--- config.mk ---
export PLATFORM = sky130hd
export DESIGN_NAME = insight_e_sink_monitor_flat
export DESIGN_NICKNAME = d
export VERILOG_FILES = /design/src/rtl/insight_e_sink_monitor_pkg.sv /design/src/rtl/insight_e_sink_monitor_if.sv /design/src/rtl/insight_e_sink_monitor_fifo.sv /design/src/rtl/insight_e_sink_monitor.sv /design/src/flat_wrapper.sv
export SDC_FILE = /design/constraint.sdc
export NUM_CORES = 1
export LEC_CHECK = 0
export ABC_CLOCK_PERIOD_IN_PS = 8980
export CAP_MARGIN = 10
export CORE_AREA = 4 4 140 142
export CTS_CLUSTER_SIZE = 8
export DETAILED_ROUTE_END_ITERATION = 7
export DIE_AREA = 0 0 144 146
export DONT_BUFFER_PORTS = 1
export SLEW_MARGIN = 20
export SYNTH_ARGS = -nofsm -noshare
export SYNTH_HDL_FRONTEND = slang
export SYNTH_HIERARCHICAL = 1
export SYNTH_SLANG_ARGS = --single-unit
export TNS_END_PERCENT = 1
--- constraint.sdc ---
create_clock -name clock -period 8.98 [get_ports clock]
set_input_delay 0.898 -clock clock [delete_from_list [all_inputs] [get_ports clock]]
set_output_delay 0.898 -clock clock [all_outputs]
set_load 0.1 [all_outputs]
--- src/rtl/insight_e_sink_monitor_pkg.sv ---
// Package shared by the Insight E sink monitor slice.
// Holds the default widths, the FIFO entry layout and a helper that sizes
// the FIFO read/write pointers.
package insight_e_pkg;

  localparam int DELTA_W_DEFAULT = 16;
  localparam int DEPTH_DEFAULT   = 4;
  localparam int CNT_W_DEFAULT   = 32;

  // One buffered E-channel event: sink flag plus cycles since the previous accept.
  typedef struct packed {
    logic                       sink;
    logic [DELTA_W_DEFAULT-1:0] delta;
  } insight_e_entry_t;

  // Pointers carry one extra wrap bit so full and empty can be told apart
  // when the index bits are equal.
  function automatic int ptr_w(input int depth);
    return $clog2(depth) + 1;
  endfunction

endpackage

--- src/rtl/insight_e_sink_monitor_if.sv ---
// Handshake bundle for the Insight E sink monitor.
// Upstream E channel : e_valid, e_sink (to monitor), e_ready (from monitor).
// Downstream port    : out_valid, out_sink, out_delta (from monitor), out_ready (to monitor).
// master = the side that produces E beats and consumes the buffered events.
// slave  = the monitor itself.
interface insight_e_sink_monitor_if #(
  parameter int DELTA_W = insight_e_pkg::DELTA_W_DEFAULT
);

  logic               e_valid;
  logic               e_sink;
  logic               e_ready;
  logic               out_valid;
  logic               out_ready;
  logic               out_sink;
  logic [DELTA_W-1:0] out_delta;

  modport master (
    output e_valid,
    output e_sink,
    input  e_ready,
    input  out_valid,
    output out_ready,
    input  out_sink,
    input  out_delta
  );

  modport slave (
    input  e_valid,
    input  e_sink,
    output e_ready,
    output out_valid,
    input  out_ready,
    output out_sink,
    output out_delta
  );

endinterface

--- src/rtl/insight_e_sink_monitor_fifo.sv ---
// insight_e_fifo: generic DEPTH-entry synchronous FIFO, no write-to-read bypass.
// A word pushed into an empty FIFO shows on rdata after the next rising edge.
// Ports:
//   clock, reset  rising-edge clock, asynchronous active-low reset
//   push, wdata   write request and data (ignored while full)
//   pop           read request (ignored while empty)
//   rdata         head word, forced to zero while empty
//   full, empty   occupancy flags from registered pointers
module insight_e_fifo
  import insight_e_pkg::*;
#(
  parameter int DEPTH = DEPTH_DEFAULT,  // power of two, >= 2
  parameter int WIDTH = 8
) (
  input  logic             clock,
  input  logic             reset,
  input  logic             push,
  input  logic [WIDTH-1:0] wdata,
  input  logic             pop,
  output logic [WIDTH-1:0] rdata,
  output logic             full,
  output logic             empty
);

  localparam int PW = ptr_w(DEPTH);
  localparam int AW = PW - 1;
  localparam logic [PW-1:0] WRAP_ONLY = {1'b1, {AW{1'b0}}};

  logic [WIDTH-1:0] mem [DEPTH];
  logic [PW-1:0]    wr_ptr;
  logic [PW-1:0]    rd_ptr;
  logic             do_push;
  logic             do_pop;

  assign empty   = (wr_ptr == rd_ptr);
  assign full    = ((wr_ptr ^ rd_ptr) == WRAP_ONLY);
  assign do_push = push & ~full;
  assign do_pop  = pop & ~empty;

  // NOTE: sequential state uses non-blocking assignments so every register
  // samples pre-edge values regardless of statement order.
  always_ff @(posedge clock or negedge reset) begin
    if (!reset) begin
      wr_ptr <= '0;
      rd_ptr <= '0;
    end else begin
      if (do_push) wr_ptr <= wr_ptr + 1'b1;
      if (do_pop)  rd_ptr <= rd_ptr + 1'b1;
    end
  end

  // NOTE: storage is deliberately left without reset; the pointers define
  // what is valid, and a resettable array would cost a flop per bit.
  always_ff @(posedge clock) begin
    if (do_push) mem[wr_ptr[AW-1:0]] <= wdata;
  end

  // Zeroing the head while empty keeps stale or uninitialised words off the port.
  assign rdata = empty ? '0 : mem[rd_ptr[AW-1:0]];

endmodule

--- src/rtl/insight_e_sink_monitor.sv ---
// insight_e_sink_monitor: receiving end of the hart-0 Insight E channel.
// Accepted beats are tagged with the cycle delta since the previous accept
// and buffered for a downstream valid/ready consumer; accepted, sink-flagged
// and discarded beats are counted for the debug/trace register block.
// Ports:
//   clock, reset   rising-edge clock, asynchronous active-low reset
//   enable         1 = buffer beats, 0 = discard mode (beats dropped and counted)
//   clear_counts   one-cycle pulse clearing all three statistics counters
//   bus            E channel in + buffered event out (slave modport)
//   accept_count   accepted beats (wrapping)
//   sink_count     accepted beats with the sink flag set (wrapping)
//   drop_count     beats discarded in discard mode (saturating)
module insight_e_sink_monitor
  import insight_e_pkg::*;
#(
  parameter int DEPTH   = DEPTH_DEFAULT,
  parameter int DELTA_W = DELTA_W_DEFAULT,
  parameter int CNT_W   = CNT_W_DEFAULT
) (
  input  logic                     clock,
  input  logic                     reset,
  input  logic                     enable,
  input  logic                     clear_counts,
  insight_e_sink_monitor_if.slave  bus,
  output logic [CNT_W-1:0]         accept_count,
  output logic [CNT_W-1:0]         sink_count,
  output logic [CNT_W-1:0]         drop_count
);

  localparam int ENTRY_W = 1 + DELTA_W;

  logic               full;
  logic               empty;
  logic               e_ready;
  logic               accept;
  logic               discard;
  logic               pop;
  logic [DELTA_W-1:0] cyc;
  logic [ENTRY_W-1:0] wr_entry;
  logic [ENTRY_W-1:0] head_entry;

  // Ready depends only on registered occupancy and enable, never on e_valid.
  // Holding it low while reset is asserted stops a beat being taken against
  // pointers that are being cleared.
  assign e_ready     = reset & (enable ? ~full : 1'b1);
  assign bus.e_ready = e_ready;

  assign accept  = bus.e_valid & e_ready & enable;
  assign discard = bus.e_valid & ~enable;
  assign pop     = ~empty & bus.out_ready;

  assign wr_entry = {bus.e_sink, cyc};

  insight_e_fifo #(
    .DEPTH (DEPTH),
    .WIDTH (ENTRY_W)
  ) u_fifo (
    .clock (clock),
    .reset (reset),
    .push  (accept),
    .wdata (wr_entry),
    .pop   (pop),
    .rdata (head_entry),
    .full  (full),
    .empty (empty)
  );

  assign bus.out_valid = ~empty;
  assign bus.out_sink  = head_entry[ENTRY_W-1];
  assign bus.out_delta = head_entry[DELTA_W-1:0];

  // Cycles since the last accept. The captured delta is the pre-edge value,
  // so the counter restarts at 1 and back-to-back accepts report 1. It runs
  // in both modes so toggling enable does not skew the next delta.
  always_ff @(posedge clock or negedge reset) begin
    if (!reset) begin
      cyc <= '0;
    end else if (accept) begin
      cyc <= DELTA_W'(1);
    end else if (cyc != '1) begin
      cyc <= cyc + DELTA_W'(1);
    end
  end

  // A clear that coincides with a qualifying event leaves the counter at 1,
  // so that event is not lost.
  always_ff @(posedge clock or negedge reset) begin
    if (!reset) begin
      accept_count <= '0;
      sink_count   <= '0;
      drop_count   <= '0;
    end else if (clear_counts) begin
      accept_count <= accept               ? CNT_W'(1) : '0;
      sink_count   <= (accept & bus.e_sink) ? CNT_W'(1) : '0;
      drop_count   <= discard              ? CNT_W'(1) : '0;
    end else begin
      if (accept)                   accept_count <= accept_count + CNT_W'(1);
      if (accept & bus.e_sink)      sink_count   <= sink_count + CNT_W'(1);
      if (discard && drop_count != '1) drop_count <= drop_count + CNT_W'(1);
    end
  end

endmodule

--- src/flat_wrapper.sv ---
// flat-port wrapper written by rule: the top's interface ports become plain ports
module insight_e_sink_monitor_flat import insight_e_pkg::*;
#(
  parameter int DEPTH   = DEPTH_DEFAULT,
  parameter int DELTA_W = DELTA_W_DEFAULT,
  parameter int CNT_W   = CNT_W_DEFAULT
)
  (clock, reset, enable, clear_counts, accept_count, sink_count, drop_count, bus_e_valid, bus_e_sink, bus_e_ready, bus_out_valid, bus_out_ready, bus_out_sink, bus_out_delta);
  insight_e_sink_monitor_if #(.DELTA_W(DELTA_W)) bus_i ();
  input  logic clock;
  input  logic reset;
  input  logic enable;
  input  logic clear_counts;
  output logic [CNT_W-1:0] accept_count;
  output logic [CNT_W-1:0] sink_count;
  output logic [CNT_W-1:0] drop_count;
  input wire logic [$bits(bus_i.e_valid)-1:0] bus_e_valid;
  input wire logic [$bits(bus_i.e_sink)-1:0] bus_e_sink;
  output wire logic [$bits(bus_i.e_ready)-1:0] bus_e_ready;
  output wire logic [$bits(bus_i.out_valid)-1:0] bus_out_valid;
  input wire logic [$bits(bus_i.out_ready)-1:0] bus_out_ready;
  output wire logic [$bits(bus_i.out_sink)-1:0] bus_out_sink;
  output wire logic [$bits(bus_i.out_delta)-1:0] bus_out_delta;
  assign bus_i.e_valid = bus_e_valid;
  assign bus_i.e_sink = bus_e_sink;
  assign bus_e_ready = bus_i.e_ready;
  assign bus_out_valid = bus_i.out_valid;
  assign bus_i.out_ready = bus_out_ready;
  assign bus_out_sink = bus_i.out_sink;
  assign bus_out_delta = bus_i.out_delta;
  insight_e_sink_monitor #(.DEPTH(DEPTH), .DELTA_W(DELTA_W), .CNT_W(CNT_W)) u_core (.clock(clock), .reset(reset), .enable(enable), .clear_counts(clear_counts), .bus(bus_i), .accept_count(accept_count), .sink_count(sink_count), .drop_count(drop_count));
endmodule
==> summary.md, run 1 <==
| Metric | Value |
|---|---|
| FFs w/ async S/R, synth | 63.4% |
| Final hold vios | 0 |
| CP dominant cell by count | buf_4 |
| Top achievable clock speed | approximately 270 MHz |
| Fin crit period | 3.71 ns |
| Crit. path cell count | 5 |
| Synth warnings | 6 |
| Startpoint Class | flop |
| Max-cap violations | 0 |
| Wirelength per Cell | ~20 um |
| Max VDD drop | 0.186 mV |
| CTS H-Tree Depth | 4 |
| Worst-Margin Slew | around 1.1 ns |
| LEAKAGE | 3.68 nW |
| I/O pin cnt | about 120 |
| Most common cell after layout, fill and taps aside | dfrtp_1 |
| Worst path cell trace | buf_4 > xor2_2 > nor3_4 > buf_4 > nor2b_2 |
| GRT overflow | 0 |
| Area grow syn2layout | 9.11% |
| Unrepaired setup endpoints after global routing | no |
| Routability Congestion | around 0.8 |
| R2r endpoint | u_core/sink_count[31]$_DFFE_PN0P_ |
| Diodes inserted | 0 |
| Drc violations | 0 |
| Setup ws final | 5.27 ns |
| Sequential area share after synthesis | 55.0% |
| Period utilization | approximately 41% |
| CTS sink count | 186 |
| Via density per instance | 6.12 |
| Syn nets | 810 |
| Largest delay contributor family on the critical path | simple AND/OR/NAND/NOR gates |
| Status | finished, final reports clean |
| CTS clk-pin slew, worst paths | 0.07 ns |
| Gr usage total | between 10% and 20% |
| Setup crit end | bus_out_sink |
| Via count | 6321 |
| Bufs and invs on worst path | 2 |
| R2R Path Start | u_core/u_fifo/wr_ptr[0]$_DFFE_PN0P_ |
| Number of CTS-inserted buffers | 17 |
| Worst reg-to-reg setup slack | 5.32 ns |
| Fillers | 1576 |
| Most frequent cells in the layout | dfrtp_1, nor2_1, edfxtp_1 |
| Routed wire length | 20.2 mm |
| CTS Hold Bufs | 0 |
| Die ar. | 21000 um^2 |
| FF-to-FF path depth | 9 |
| Slew HR | around 26% |
| Crit end category | output port |
| # rows | 50 |
| CP Max Fanout | 20 |
| Mapped Area | about 9100 um^2 |
| Worst-skew pair later-pin latency | 0.42 ns |
| First-pass GRT wire length | 32.9 mm |
| Max stage delay on crit path | 0.88 ns |
| Drt first pass iters | 5 |
| Largest net degree at the start of global routing | about 120 |
| Max Slew Vio Count | 0 |
| Crit path kind | reg2out |
| Post-CTS setup buffers | 0 |
| CTS tree | done |
| Post_cts resized | 0 |
| DP Cell Count | 1001 |
| Worst endpoint required time | about 8.1 ns |
| Post-synth EDFFs | 68 |
| Finished Layout Cells | a little over 1000 |
| Core area | around 18000 um^2 |
| Number of global-route vias before repair | 6235 |
| Hold Crit Class | in2async |
| Die width | 144 um |
| Final HPWL DP | 13.1 mm |
| Final nets | 802 |
| Setup TNS | 0 ns |
| Placed cell areas | 9270 um^2 |
| DRT iter0 DRCs | 456 |
| Arrival time worst endpoint | 2.81 ns |
| Avg Inst Size Synth | 11.4 um^2 |
| Primary FF master, synth | dfrtp_1 |
| Place WS | 5.13 ns |
| Clk root buf | clkbuf_16 |
| Port Buf Inserts | 0 |
| CP startpoint | u_core/u_fifo/rd_ptr[0]$_DFFE_PN0P_ |
| Initial Util | 49.2% |
| Yosys reg bits | 186 |
| Power Density | 283 nW/um^2 |
| Share of layout cells above drive strength 1 | 8.89% |
| Clock Path Buffers | 2 |
| Initial antenna violation count | 0 |
| Layout Skew | 0.00925 ns |
| Slowest stage cell on the critical path | nor2b_2 |
| Final setup viols | 0 |
| Synth Instances | 794 |
| Unique masters post-synth | 58 |
| Post-route cell area | 9910 um^2 |
| Post-route ant nets | 0 |
| Die H | ~150 um |
-- how the worst min path moves through the flow --
stage,end,cells past startpoint
3_3_place_gp,u_core/u_fifo/wr_ptr[2]$_DFFE_PN0P_,1
2_1_floorplan,u_core/u_fifo/mem[0][11]$_DFFE_PP_,0
4_1_cts,u_core/accept_count[22]$_DFFE_PN0P_,0
6_report,u_core/cyc[8]$_DFFE_PN0P_,0
5_1_grt,u_core/cyc[8]$_DFFE_PN0P_,0
3_5_place_dp,u_core/u_fifo/rd_ptr[2]$_DFFE_PN0P_,1
-- Yosys cell counts, drive strengths merged (11+ instances only) --
master,n,area share (%)
nor2b,25,2.5
mux4,17,4.8
nor3,19,1.2
nor4,22,1.6
edfxtp,68,22
nand3,39,2.1
nand4,33,2.3
dfrtp,118,33
xnor2,42,4.1
xor2,31,3.2
or3,29,2.0
nand2,47,2.0
inv,13,0.54
clkbuf,21,0.87
and4,11,1.1
o21ai,32,1.8
and3,16,1.1
nor2,80,3.3
a21oi,42,2.3
-- layer usage --
layer | share of wire [%] | routed length, um | track usage [%]
met3 | 6.6 | 1330 | 5.42
met5 | 0 | 0 | 0
met1 | 43 | 8660 | 26.3
met4 | 1.3 | 267 | 6.40
met2 | 49 | 9970 | 30.5
-- final cells by class --
class | instances | area, um^2 | share of cell area (%)
Tap cell | 234 | 293 | 2.96
Sequential cell | 186 | 4990 | 50.4
Timing Repair Buffer | 4 | 30.0 | 0.303
Clock buffer | 19 | 433 | 4.37
Inverter | 13 | 48.8 | 0.493
Multi-Input combinational cell | 564 | 3910 | 39.5
Clock inverter | 13 | 193 | 1.95
-- power by group --
part           leakage (nW)  internal, mW  switching [mW]
Clock                 0.294         0.470           0.323
Sequential             2.25         0.943          0.0826
Combinational          1.13         0.210           0.773
-- through the flow --
step | power [mW] | utilization, % | hold slack [ns]
2_1_floorplan | 1.93 | - | 0.516
3_3_place_gp | 2.01 | 50.2 | 0.544
3_5_place_dp | 2.03 | 50.2 | 0.561
4_1_cts | 2.83 | 53.6 | 0.158
5_1_grt | 2.91 | 53.7 | 0.144
6_report | 2.80 | 53.7 | 0.170
-- registers in the layout (all words and copies together), names as in the netlist --
name / cells
u_core/u_fifo/mem: 68
u_core/accept_count: 32
u_core/drop_count: 32
u_core/sink_count: 32
u_core/cyc: 16
u_core/u_fifo/rd_ptr: 3
u_core/u_fifo/wr_ptr: 3
-- cells by family after synthesis --
kind of cell | share of synthesized area [%]
buffers and inverters | 2.25
xor gates and xnor gates | 7.29
adders and majority gates | 1.24
DFF | 55.0
muxes | 5.46
and+or+nand+nor | 22.2
AOI/OAI and AO/OA | 6.56
No activity file was read; power rests on OpenSTA's default activity.
==> inputs of run 2 (changes only) <==
--- a/config.mk
+++ b/config.mk
@@ -5,7 +5,7 @@
 export SDC_FILE = /design/constraint.sdc
 export NUM_CORES = 1
 export LEC_CHECK = 0
-export ABC_CLOCK_PERIOD_IN_PS = 8980
+export ABC_CLOCK_PERIOD_IN_PS = 3750
 export CAP_MARGIN = 10
 export CORE_AREA = 4 4 140 142
 export CTS_CLUSTER_SIZE = 8
==> constraint.sdc (replaced) <==
create_clock -name clock -period 3.75 [get_ports clock]
set_input_delay 0.375 -clock clock [delete_from_list [all_inputs] [get_ports clock]]
set_output_delay 0.375 -clock clock [all_outputs]
set_load 0.1 [all_outputs]
==> summary.md, run 2 (synthesized netlist as in run 1, its figures left out) <==
| Metric | Value |
|---|---|
| Worst-Margin Slew | 1.05 ns (-0.0497 ns) |
| Initial Util | 49.2% (unchanged) |
| Hold Crit Class | in2reg |
| DRT iter0 DRCs | 368 (-19%) |
| Design Power | 6.70 mW (+140%) |
| R2R Path Start | u_core/sink_count[10]$_DFFE_PN0P_ |
| Port Buf Inserts | 0 (unchanged) |
| Unrepaired setup endpoints after global routing | no |
| Via count | 6707 (+6.1%) |
| Setup crit end | u_core/sink_count[25]$_DFFE_PN0P_ |
| Slew HR | 29.0% (+3.3 points) |
| Final core occ | 57.7% (+4.0 points) |
| Period utilization | 81.1% |
| Most frequent cells in the layout | dfrtp_1, buf_4, nor2_1 |
| Top achievable clock speed | 329 MHz |
| Worst-skew pair later-pin latency | 0.43 ns (about the same) |
| Final nets | 905 (+13%) |
| CTS clk-pin slew, worst paths | 0.07 ns (about the same) |
| Drc violations | 0 (unchanged) |
| Crit path kind | reg2reg |
| Clk root buf | clkbuf_16 |
| Wirelength per Cell | 18.3 um (-6.6%) |
| Final setup viols | 0 (unchanged) |
| First-pass GRT wire length | 33.9 mm (+3.0%) |
| Initial antenna violation count | 1 (+1) |
| Most common cell after layout, fill and taps aside | dfrtp_1 |
| Max Slew Vio Count | 0 (unchanged) |
| Worst reg-to-reg setup slack | 0.71 ns (-4.61 ns) |
| Clock Path Buffers | 2 (unchanged) |
| Max reg flops | 68 (unchanged) |
| Core area | 18500 um^2 (unchanged) |
| Setup TNS | 0 ns (unchanged) |
| GRT overflow | 0 (unchanged) |
| LEAKAGE | 4.20 nW (+14%) |
| CP startpoint | u_core/sink_count[10]$_DFFE_PN0P_ |
| Number of CTS-inserted buffers | 17 (unchanged) |
| CTS H-Tree Depth | 4 (unchanged) |
| Final HPWL DP | 13.8 mm (+5.2%) |
| Diodes inserted | 0 (unchanged) |
| Routability Congestion | 0.846 (+2.6%) |
| Gr usage total | 20.0% (+0.50 points) |
| Post-route ant nets | 0 (unchanged) |
| Status | finished, final reports clean |
| # rows | 50 (unchanged) |
| Fin crit period | 3.04 ns |
| Die H | 146 um (unchanged) |
| CP Max Fanout | 11 (-45%) |
| Via density per instance | 5.90 (-3.5%) |
| Final hold vios | 0 (unchanged) |
| Max VDD drop | 0.343 mV (+84%) |
| Startpoint Class | flop |
| Drt first pass iters | 5 (unchanged) |
| Routed wire length | 20.8 mm (+2.7%) |
| Power Density | 629 nW/um^2 (+120%) |
| Post_cts resized | 0 (unchanged) |
| CTS tree | done |
| Die width | 144 um (unchanged) |
| Die ar. | 21000 um^2 (unchanged) |
| Post-CTS setup buffers | 0 (unchanged) |
| CTS sink count | 186 (unchanged) |
| Crit end category | flop |
| Area grow syn2layout | 17.3% |
| Number of global-route vias before repair | 6553 (+5.1%) |
| Layout Skew | 0.0106 ns (+0.00130 ns) |
| I/O pin cnt | 122 (unchanged) |
| Max-cap violations | 0 (unchanged) |
| R2r endpoint | u_core/sink_count[25]$_DFFE_PN0P_ |
| Share of layout cells above drive strength 1 | 19.1% (+10 points) |
| Worst endpoint required time | 4.10 ns (-3.98 ns) |
| Arrival time worst endpoint | 3.39 ns (+0.58 ns) |
| Largest net degree at the start of global routing | 119 (-1.7%) |
| FF-to-FF path depth | 6 (-3) |
run 2: changes by cell type in the layout (fill, tap and decap cells not counted), moves of 2 or more:
| cell | previous run | this run |
|---|---|---|
| bufinv_16 | 4 | 1 |
| buf_4 | 4 | 103 |
| dlygate4sd3_1 | 0 | 2 |
| inv_8 | 1 | 3 |
run 2: how the worst min path moves through the flow:
stage	startpoint	endpoint	cells after the start
after detailed placement	reset	u_core/cyc[8]$_DFFE_PN0P_	0
after global routing	clear_counts	u_core/sink_count[21]$_DFFE_PN0P_	1
final	clear_counts	u_core/sink_count[7]$_DFFE_PN0P_	1
after CTS	clear_counts	u_core/sink_count[6]$_DFFE_PN0P_	1
after floorplan	reset	u_core/accept_count[0]$_DFFE_PN0P_	0
after global placement	reset	u_core/cyc[5]$_DFFE_PN0P_	0
run 2: stage by stage:
step                      setup slack, ns  area [um^2]  hold slack [ns]  cells
after global routing                0.553        10600          0.00448   1136
after CTS                           0.663        10600          0.00677   1135
final                               0.709        10600           0.0349   1136
after floorplan                     0.142         9080           0.0794    794
after global placement              0.832        10000           0.0911   1100
after detailed placement            0.730        10000           0.0910   1100
run 2: timing repair:
item | 4_1_cts | 5_1_grt
hold endpoints to repair | 149 | 1
endpoints found under the setup margin | 0 | 0
hold buffers | 3 | 1
run 2: final cells by class:
type | instances | area, um^2
Clock buffer | 19 | 433
Clock inverter | 13 | 135
Fill cell | 1542 | 7810
Inverter | 13 | 48.8
Multi-Input combinational cell | 564 | 3900
Sequential cell | 186 | 4990
Tap cell | 234 | 293
Timing Repair Buffer | 107 | 841
run 2: per-layer routing:
| layer | wire (um) | GRT usage (%) | vias to the layer above |
|---|---|---|---|
| met2 | 10400 | 31.6 | 191 |
| met5 | 0 | 0 | - |
| met3 | 1280 | 5.36 | 20 |
| met4 | 238 | 6.54 | 0 |
| met1 | 8870 | 26.8 | 3363 |
| li1 | - | - | 3133 |
run 2: report_power, final:
group,internal [mW],switching [mW],leakage [nW]
clock network,0.937,0.801,0.271
registers,2.26,0.128,2.25
logic,0.627,1.95,1.68
run 2: worst max-delay path: stages (launching register included):
cell     delay, ns
dfrtp_1       0.93
buf_4         0.27
and4_1        0.20
nand2_1       0.23
or4_1         0.77
or3_1         0.41
a21oi_1       0.16
